## src/rtl/pipe_pkg.sv

```systemverilog
// ---------------------------------------------------------------------------
// pipe_pkg -- shared constants for the pipeline hazard controller.
//
// Contents:
//   REG_ADDR_WIDTH  register-file address width
//   STALL_WIDTH     width of the stall hold vector
//   STALL_*         bit index of each pipeline register in the stall vector
//   STALL_LOAD_USE  / STALL_MC  stall patterns for the two hazard kinds
//   MC_CNT_WIDTH    width of the multi-cycle down-counter
//   ST_RUN / ST_MC_WAIT  FSM state encoding
// ---------------------------------------------------------------------------
package pipe_pkg;

  localparam int REG_ADDR_WIDTH = 5;

  localparam int STALL_WIDTH   = 6;
  localparam int STALL_PC      = 0;
  localparam int STALL_IF_ID   = 1;
  localparam int STALL_ID_EX   = 2;
  localparam int STALL_EX_MEM  = 3;
  localparam int STALL_MEM_WB  = 4;
  localparam int STALL_RSVD    = 5;

  // Load-use holds PC, IF/ID and ID/EX; a multi-cycle op also holds EX/MEM.
  localparam logic [STALL_WIDTH-1:0] STALL_LOAD_USE = 6'b000111;
  localparam logic [STALL_WIDTH-1:0] STALL_MC       = 6'b001111;

  localparam int MC_CNT_WIDTH = 4;

  localparam logic [0:0] ST_RUN     = 1'b0;
  localparam logic [0:0] ST_MC_WAIT = 1'b1;

endpackage

```

## src/rtl/sat_counter.sv

```systemverilog
// ---------------------------------------------------------------------------
// sat_counter -- saturating up-counter.
//
// Ports:
//   clk    in   clock, counts on the rising edge
//   rst    in   asynchronous active-high reset, clears the count
//   inc    in   add one this cycle (ignored once the count is all ones)
//   count  out  current count
// ---------------------------------------------------------------------------
module sat_counter #(
    parameter int WIDTH = 16
) (
    input  logic             clk,
    input  logic             rst,
    input  logic             inc,
    output logic [WIDTH-1:0] count
);

    always_ff @(posedge clk or posedge rst) begin
        if (rst) begin
            count <= '0;
        end else if (inc && (count != '1)) begin
            count <= count + 1'b1;
        end
    end

endmodule

```

## src/rtl/pipe_ctrl.sv

```systemverilog
// ---------------------------------------------------------------------------
// pipe_ctrl -- hazard controller for a 5-stage in-order pipeline.
//
// Detects load-use hazards between EX and decode, and holds the pipe while a
// multi-cycle EX operation completes. Stall, bubble and flush outputs are
// combinational from state and inputs; all outputs are 0 while rst is high.
//
// Configuration macro: PIPE_CTRL_MC_EN
//   defined   -> multi-cycle support (MC_WAIT state, mc_cnt down-counter)
//   undefined -> ex_mc_req/ex_mc_cycles are ignored, bubble_mem, mc_busy and
//                stall[3] are tied to 0
//
// Ports:
//   clk, rst                    clock, async active-high reset
//   id_rd_addr1/2, id_rd_en1/2  decode-stage source registers and enables
//   ex_wr_addr, ex_wr_en        EX destination register and write enable
//   ex_is_load                  EX holds a load
//   ex_mc_req, ex_mc_cycles     EX op is multi-cycle, total EX cycles
//   id_branch_taken             decode resolved a taken branch
//   stall[5:0]                  hold vector: PC, IF/ID, ID/EX, EX/MEM, MEM/WB, 0
//   bubble_ex                   ID/EX loads a NOP
//   bubble_mem                  EX/MEM loads a NOP
//   flush_if                    IF/ID loads a NOP
//   mc_busy                     multi-cycle wait in progress
//   stall_cnt                   saturating count of stalled cycles
// ---------------------------------------------------------------------------
module pipe_ctrl
    import pipe_pkg::*;
(
    input  logic                      clk,
    input  logic                      rst,
    input  logic [REG_ADDR_WIDTH-1:0] id_rd_addr1,
    input  logic [REG_ADDR_WIDTH-1:0] id_rd_addr2,
    input  logic                      id_rd_en1,
    input  logic                      id_rd_en2,
    input  logic [REG_ADDR_WIDTH-1:0] ex_wr_addr,
    input  logic                      ex_wr_en,
    input  logic                      ex_is_load,
    input  logic                      ex_mc_req,
    input  logic [MC_CNT_WIDTH-1:0]   ex_mc_cycles,
    input  logic                      id_branch_taken,
    output logic [STALL_WIDTH-1:0]    stall,
    output logic                      bubble_ex,
    output logic                      bubble_mem,
    output logic                      flush_if,
    output logic                      mc_busy,
    output logic [15:0]               stall_cnt
);

    logic in_run;
    logic lu_hazard;

    // Writes to $zero never create a dependency.
    assign lu_hazard = in_run && ex_is_load && ex_wr_en && (ex_wr_addr != '0) &&
                       ((id_rd_en1 && (id_rd_addr1 == ex_wr_addr)) ||
                        (id_rd_en2 && (id_rd_addr2 == ex_wr_addr)));

`ifdef PIPE_CTRL_MC_EN
    logic [0:0]              state;
    logic [MC_CNT_WIDTH-1:0] mc_cnt;
    logic                    mc_start;

    assign in_run   = (state == ST_RUN);
    assign mc_start = in_run && ex_mc_req && (ex_mc_cycles >= 4'd2);
    assign mc_busy  = (state == ST_MC_WAIT);

    // The start cycle is the first stalled cycle and MC_WAIT covers the
    // remaining ex_mc_cycles-2, so the total is ex_mc_cycles-1. A 2-cycle op
    // therefore needs no wait cycles at all and stays in RUN. In MC_WAIT the
    // last wait cycle is the one that sees mc_cnt == 1 (counting down to 0).
    always_ff @(posedge clk or posedge rst) begin
        if (rst) begin
            state  <= ST_RUN;
            mc_cnt <= '0;
        end else if (state == ST_RUN) begin
            if (mc_start && (ex_mc_cycles > 4'd2)) begin
                state  <= ST_MC_WAIT;
                mc_cnt <= ex_mc_cycles - 4'd2;
            end
        end else begin
            if (mc_cnt <= 4'd1) begin
                state  <= ST_RUN;
                mc_cnt <= '0;
            end else begin
                mc_cnt <= mc_cnt - 4'd1;
            end
        end
    end

    // Multi-cycle start and wait take priority; load-use is re-evaluated
    // once the FSM is back in RUN.
    always_comb begin
        stall      = '0;
        bubble_ex  = 1'b0;
        bubble_mem = 1'b0;
        if (!rst) begin
            if (mc_busy || mc_start) begin
                stall      = STALL_MC;
                bubble_mem = 1'b1;
            end else if (lu_hazard) begin
                stall     = STALL_LOAD_USE;
                bubble_ex = 1'b1;
            end
        end
    end
`else
    logic mc_unused;

    assign mc_unused = ex_mc_req ^ (^ex_mc_cycles);
    assign in_run    = 1'b1;
    assign mc_busy   = 1'b0;

    always_comb begin
        stall      = '0;
        bubble_ex  = 1'b0;
        bubble_mem = 1'b0;
        if (!rst && lu_hazard) begin
            stall     = STALL_LOAD_USE;
            bubble_ex = 1'b1;
        end
    end
`endif

    // A taken branch waits while decode is held, then flushes IF/ID.
    assign flush_if = ~rst & id_branch_taken & ~stall[STALL_ID_EX];

    sat_counter #(
        .WIDTH (16)
    ) u_stall_cnt (
        .clk   (clk),
        .rst   (rst),
        .inc   (stall[STALL_PC]),
        .count (stall_cnt)
    );

endmodule
```

## config.mk

```make
export PLATFORM = sky130hd
export DESIGN_NAME = pipe_ctrl
export DESIGN_NICKNAME = d
export VERILOG_FILES = /design/src/rtl/pipe_pkg.sv /design/src/rtl/sat_counter.sv /design/src/rtl/pipe_ctrl.sv
export SDC_FILE = /design/constraint.sdc
export NUM_CORES = 1
export LEC_CHECK = 0
export CAP_MARGIN = 10
export CORE_AREA = 4 4 55 57
export CTS_CLUSTER_SIZE = 20
export DETAILED_ROUTE_END_ITERATION = 8
export DIE_AREA = 0 0 59 61
export GPL_ROUTABILITY_DRIVEN = 0
export PLACE_DENSITY = 0.81
export SLEW_MARGIN = 5
export SYNTH_ARGS = -nofsm -noshare
export SYNTH_HDL_FRONTEND = slang
export SYNTH_HIERARCHICAL = 1
export SYNTH_SLANG_ARGS = --single-unit
```

## constraint.sdc

```tcl
create_clock -name clk -period 5.8 [get_ports clk]
set_clock_uncertainty 0.1 [all_clocks]
set_input_delay 1.16 -clock clk [delete_from_list [all_inputs] [get_ports clk]]
set_output_delay 1.16 -clock clk [all_outputs]
set_load 0.05 [all_outputs]
```

# Yosys cells after proc, flatten, opt, wreduce, memory -nomap -nowiden
# Index checks and enable logic that the tools add are counted.
[totals] word_cells=21 output_inout_bits=26 reg_bits=16 input_bits=27
[op_classes] n_eq_ne=3 n_addsub=1 n_reduce_logical=10 bitwise=4 mux=2
[op_table] cell="adder 16 x 1 -> 16 bit, second input constant" n=1
[op_table] cell="inequality test 16 bit, second input constant" n=1
[op_table] cell="== test 5 bit" n=2
[op_table] cell="logical AND 1 bit" n=7
[op_table] cell="nonzero test 5 bit" n=1
[op_table] cell="2-to-1 mux 3 bit" n=1
[op_table] cell="bitwise AND 1 bit" n=2
[op_table] cell="NOT 1 bit" n=2
[op_table] cell="logical NOT 1 bit" n=1
[op_table] cell="logical OR 1 bit" n=1
[op_table] cell="2-to-1 mux 1 bit" n=1

# Depth between registers and ports, before layout
[logic_depth] depth_word=8 mapped_depth=8

# By module
# Netlist, hierarchy kept.
[by_module_without_submodules] mod="sat_counter" n_inst=1 area_per_inst_um2=805.8 cells_per_inst=71 seq_area_each_um2=400.4
[by_module_without_submodules] mod="pipe_ctrl" n_inst=1 area_per_inst_um2=217.7 cells_per_inst=28 seq_area_each_um2=0.0

# Worst setup path after synthesis
# Ideal clock, no wire load.
[synth_timing] kind="in2out" from="in ex_wr_addr[2]" to="out stall[0]" path_slack_ps=893 arrival_ps=3647 path_buffers=1 required_time_ps=4540 stages=5 path_cell_list="xor2_1 -> nor4_1 -> a32oi_1 -> nor3_1 -> buf_4"
[synth_via] elab_chain_len=6
[synth_lines] item="start: declaration" line_no="pipe_ctrl.sv:36" text="input logic [REG_ADDR_WIDTH-1:0] ex_wr_addr,"
[synth_lines] item="== test 5 bit (on tied branches)" line_no="pipe_ctrl.sv:55, pipe_ctrl.sv:56"
[synth_lines] item="logical AND 1 bit (on tied branches)" line_no="pipe_ctrl.sv:55, pipe_ctrl.sv:56"
[synth_lines] item="logical OR 1 bit" line_no="pipe_ctrl.sv:55" text="((id_rd_en1 && (id_rd_addr1 == ex_wr_addr)) ||"
[synth_lines] item="logical AND 1 bit (*)" line_no="pipe_ctrl.sv:54" text="assign lu_hazard = in_run && ex_is_load && ex_wr_en && (ex_wr_addr != '0) &&"
[synth_lines] item="logical AND 1 bit (*)" line_no="pipe_ctrl.sv:117" text="if (!rst && lu_hazard) begin"
[synth_lines] item="2-to-1 mux 3 bit (*)" line_no="pipe_ctrl.sv:117"
[synth_lines] item="end: declaration" line_no="pipe_ctrl.sv:42" text="output logic [STALL_WIDTH-1:0] stall,"
# Mark *: on every way between the ends. The rest lies on a longest branch, timed or not.

# Worst setup path in the final report
[layout_timing] from="in ex_wr_addr[2]" to="out bubble_ex"
[layout_via] elab_chain_len=6
[layout_lines] item="== test 5 bit (on tied branches)" line_no="pipe_ctrl.sv:55, pipe_ctrl.sv:56"
[layout_lines] item="logical AND 1 bit (on tied branches)" line_no="pipe_ctrl.sv:55, pipe_ctrl.sv:56"
[layout_lines] item="logical OR 1 bit" line_no="pipe_ctrl.sv:55"
[layout_lines] item="logical AND 1 bit (*)" line_no="pipe_ctrl.sv:54"
[layout_lines] item="logical AND 1 bit (*)" line_no="pipe_ctrl.sv:117"
[layout_lines] item="2-to-1 mux 1 bit (*)" line_no="pipe_ctrl.sv:117"
[layout_lines] item="end: declaration" line_no="pipe_ctrl.sv:43" text="output logic bubble_ex,"
# Marked as above.

==> impl_metrics.tcl <==
set metrics [dict create \
    outcome "finished, final reports clean" \
    worstPathRequired_ns 4.54 \
    finalSetupTns_ns 0 \
    worst_slew_pin_slew_ns 0.6186 \
    htreeDepth 1 \
    grt_max_degree 17 \
    p_leak_nw 0.6402 \
    final_nets 171 \
    wl_mm 2.411 \
    portBuffers 42 \
    hold_violations 0 \
    cp-end-kind "output pin" \
    cts_tree "built" \
    syn_inst 99 \
    dp_hpwl_mm 1.956 \
    gr-total-overflow 0 \
    synthToLayoutAreaGrowth_pct 44.62 \
    fmax_ghz 0.2003 \
    cts_resized 0 \
    p_per_area_nw_per_um2 162.9 \
    synth_cell_type_count 32 \
    num_rows 18 \
    ios 53 \
    numCtsBuffers 3 \
    root_buffer "clkbuf_4" \
    ys_seq_elements 16 \
    die_h_um 61 \
    regMostFlops "u_stall_cnt/count" \
    placed_cell_area_sq_um 1444 \
    ir_drop_mv 0.1188 \
    final_area_sq_um 1480 \
    yosys.area.top_type "dfrtp_1" \
    drc 0 \
    core_sq_um 2477 \
    seq_area_frac_synth 0.3912 \
    path_class "in2out" \
    worstHoldPathType "reg2reg" \
    drv_cap 0 \
    yosys.area.top_type_share 0.3912 \
    min_delay_path_depth 1 \
    ant_nets 0 \
    die_x_um 59 \
    critPathMaxFanout 7 \
    rr_worst_depth 5 \
    final-max-slew-violation-count 0 \
    timing.final.crit_share 0.8606 \
    viasPerCell 5.192 \
    cts_max_path_buffers 2 \
    setup_viol 0 \
    hold_buffers 0 \
    top_regs "u_stall_cnt/count: 16 flops" \
    start_util 0.4131 \
    n_antenna_cell 0 \
    cts.clk_slew.worst_paths_ns 0.09 \
    die-area_sq_um 3599 \
    drive_above_1_share 0.09859 \
    antenna_found_initial 0 \
    via_count 893 \
    postCtsSetupRepairBufs 0 \
    synthTopCellsByArea "dfrtp_1, xnor2_1, xor2_1" \
    clock_sinks 16 \
    rsz0062_at_grt "false" \
    gr-usage-all-layers 0.1430 \
    grt_pass1_wl_mm 3.933 \
    syn_avg_cell_area_sq_um 10.34 \
    insertion_delay_ns 0.28 \
    post-route-min-period_ns 4.991 \
    timing.slew.headroom 0.5872 \
    dr.pass1.iters 4 \
    largest_reg_flops 16 \
    synth_area_sq_um 1023 \
    startpoint_type "input port" \
    wire_per_inst_um 14.02 \
    ys_warn_count 6 \
    drtIter0Drc 15 \
    first_global_vias 901 \
    cp_data_arrival_time_ns 3.73 \
]
-- final cells by class --
type | count | area (sq um)
Sequential cell | 16 | 400.4
Clock buffer | 4 | 36.28
Multi-Input combinational cell | 77 | 570.5
Tap cell | 30 | 37.54
Inverter | 2 | 7.507
Timing Repair Buffer | 43 | 427.9
Fill cell | 211 | 997.2
-- synth_stat cells, drive strengths merged --
library cell,n
a21oi,2
a32oi,1
and2,2
and3,5
and4,4
buf,8
conb,1
dfrtp,16
ha,1
inv,2
mux2,2
mux2i,1
nand2,7
nand2b,1
nand3,7
nand4,7
nor2,3
nor3,1
nor4,3
o211a,1
o211ai,1
o21a,1
or4,1
xnor2,13
xor2,8
-- critical path, cell delays in order --
cell,delay (ns)
clkdlybuf4s50_1,0.48
xor2_1,0.19
nor4_1,0.29
a32oi_1,0.17
nor3_1,0.40
buf_4,0.23
clkdlybuf4s50_1,0.80
-- placed cells by master, fill, tap and decap left out, types with 2 or more instances in the layout --
master / instances
a21oi_1: 2
nand4_1: 5
mux2_2: 2
clkbuf_4: 3
and3_1: 4
and4_1: 3
xor2_1: 8
nor4_1: 2
nand3_1: 7
xnor2_1: 13
dfrtp_1: 16
conb_1: 5
nor2_1: 3
clkdlybuf4s50_1: 42
nand2_1: 6
inv_1: 2
-- cell families (layout without fill, tap and decap cells) --
family                   after synthesis  count (layout)  share of synthesized area
XOR/XNOR                              21              21                     0.1797
other                                  1               5                   0.003664
flip-flops                            16              16                     0.3912
AO/OA/AOI/OAI                          6               6                    0.04768
adder cells (fa/ha/maj)                1               1                    0.01222
AND/OR/NAND/NOR                       41              41                     0.2677
multiplexers                           3               3                    0.03178
buffers and inverters                 10              49                    0.06602
-- layer usage --
layer | vias to the layer above | track usage | wire, um | part of all wire
met4 | 0 | 0.05502 | 48 | 0.020
li1 | 430 | - | - | -
met5 | - | 0 | 0 | 0
met2 | 28 | 0.2461 | 1275 | 0.53
met1 | 429 | 0.1771 | 985 | 0.41
met3 | 6 | 0.02766 | 101 | 0.042
-- report_power, final --
part	internal [mW]	switching [mW]	total, mW
Combinational	0.0232	0.0284	0.0516
Sequential	0.114	0.00305	0.117
Clock	0.0382	0.0347	0.0728
Total	0.175	0.0661	0.241
-- final timing paths --
path                                                        start                           endpoint  slack [ns]
worst min register to register  u_stall_cnt/count[15]$_DFFE_PP0P_  u_stall_cnt/count[15]$_DFFE_PP0P_        0.42
worst max register to register   u_stall_cnt/count[0]$_DFFE_PP0P_  u_stall_cnt/count[14]$_DFFE_PP0P_        4.03
worst min-delay path            u_stall_cnt/count[15]$_DFFE_PP0P_  u_stall_cnt/count[15]$_DFFE_PP0P_        0.42
worst max-delay path                                ex_wr_addr[2]                          bubble_ex        0.81
max in group asynchronous                                     rst   u_stall_cnt/count[5]$_DFFE_PP0P_        3.99
min in group asynchronous                                     rst   u_stall_cnt/count[0]$_DFFE_PP0P_        1.21
-- through the flow --
stage | power (mW) | cells | setup WS (ns) | util | hold WS [ns]
2_1_floorplan | 0.1490 | 103 | 0.8930 | - | 0.7065
3_3_place_gp | 0.1698 | 168 | 0.8611 | 0.5828 | 0.3986
3_5_place_dp | 0.1707 | 168 | 0.7897 | 0.5828 | 0.3983
4_1_cts | 0.2451 | 172 | 0.7834 | 0.5975 | 0.4163
5_1_grt | 0.2538 | 172 | 0.6529 | 0.5975 | 0.4562
6_report | 0.2411 | 172 | 0.8087 | 0.5975 | 0.4155
No activity file was read; power rests on OpenSTA's default activity.
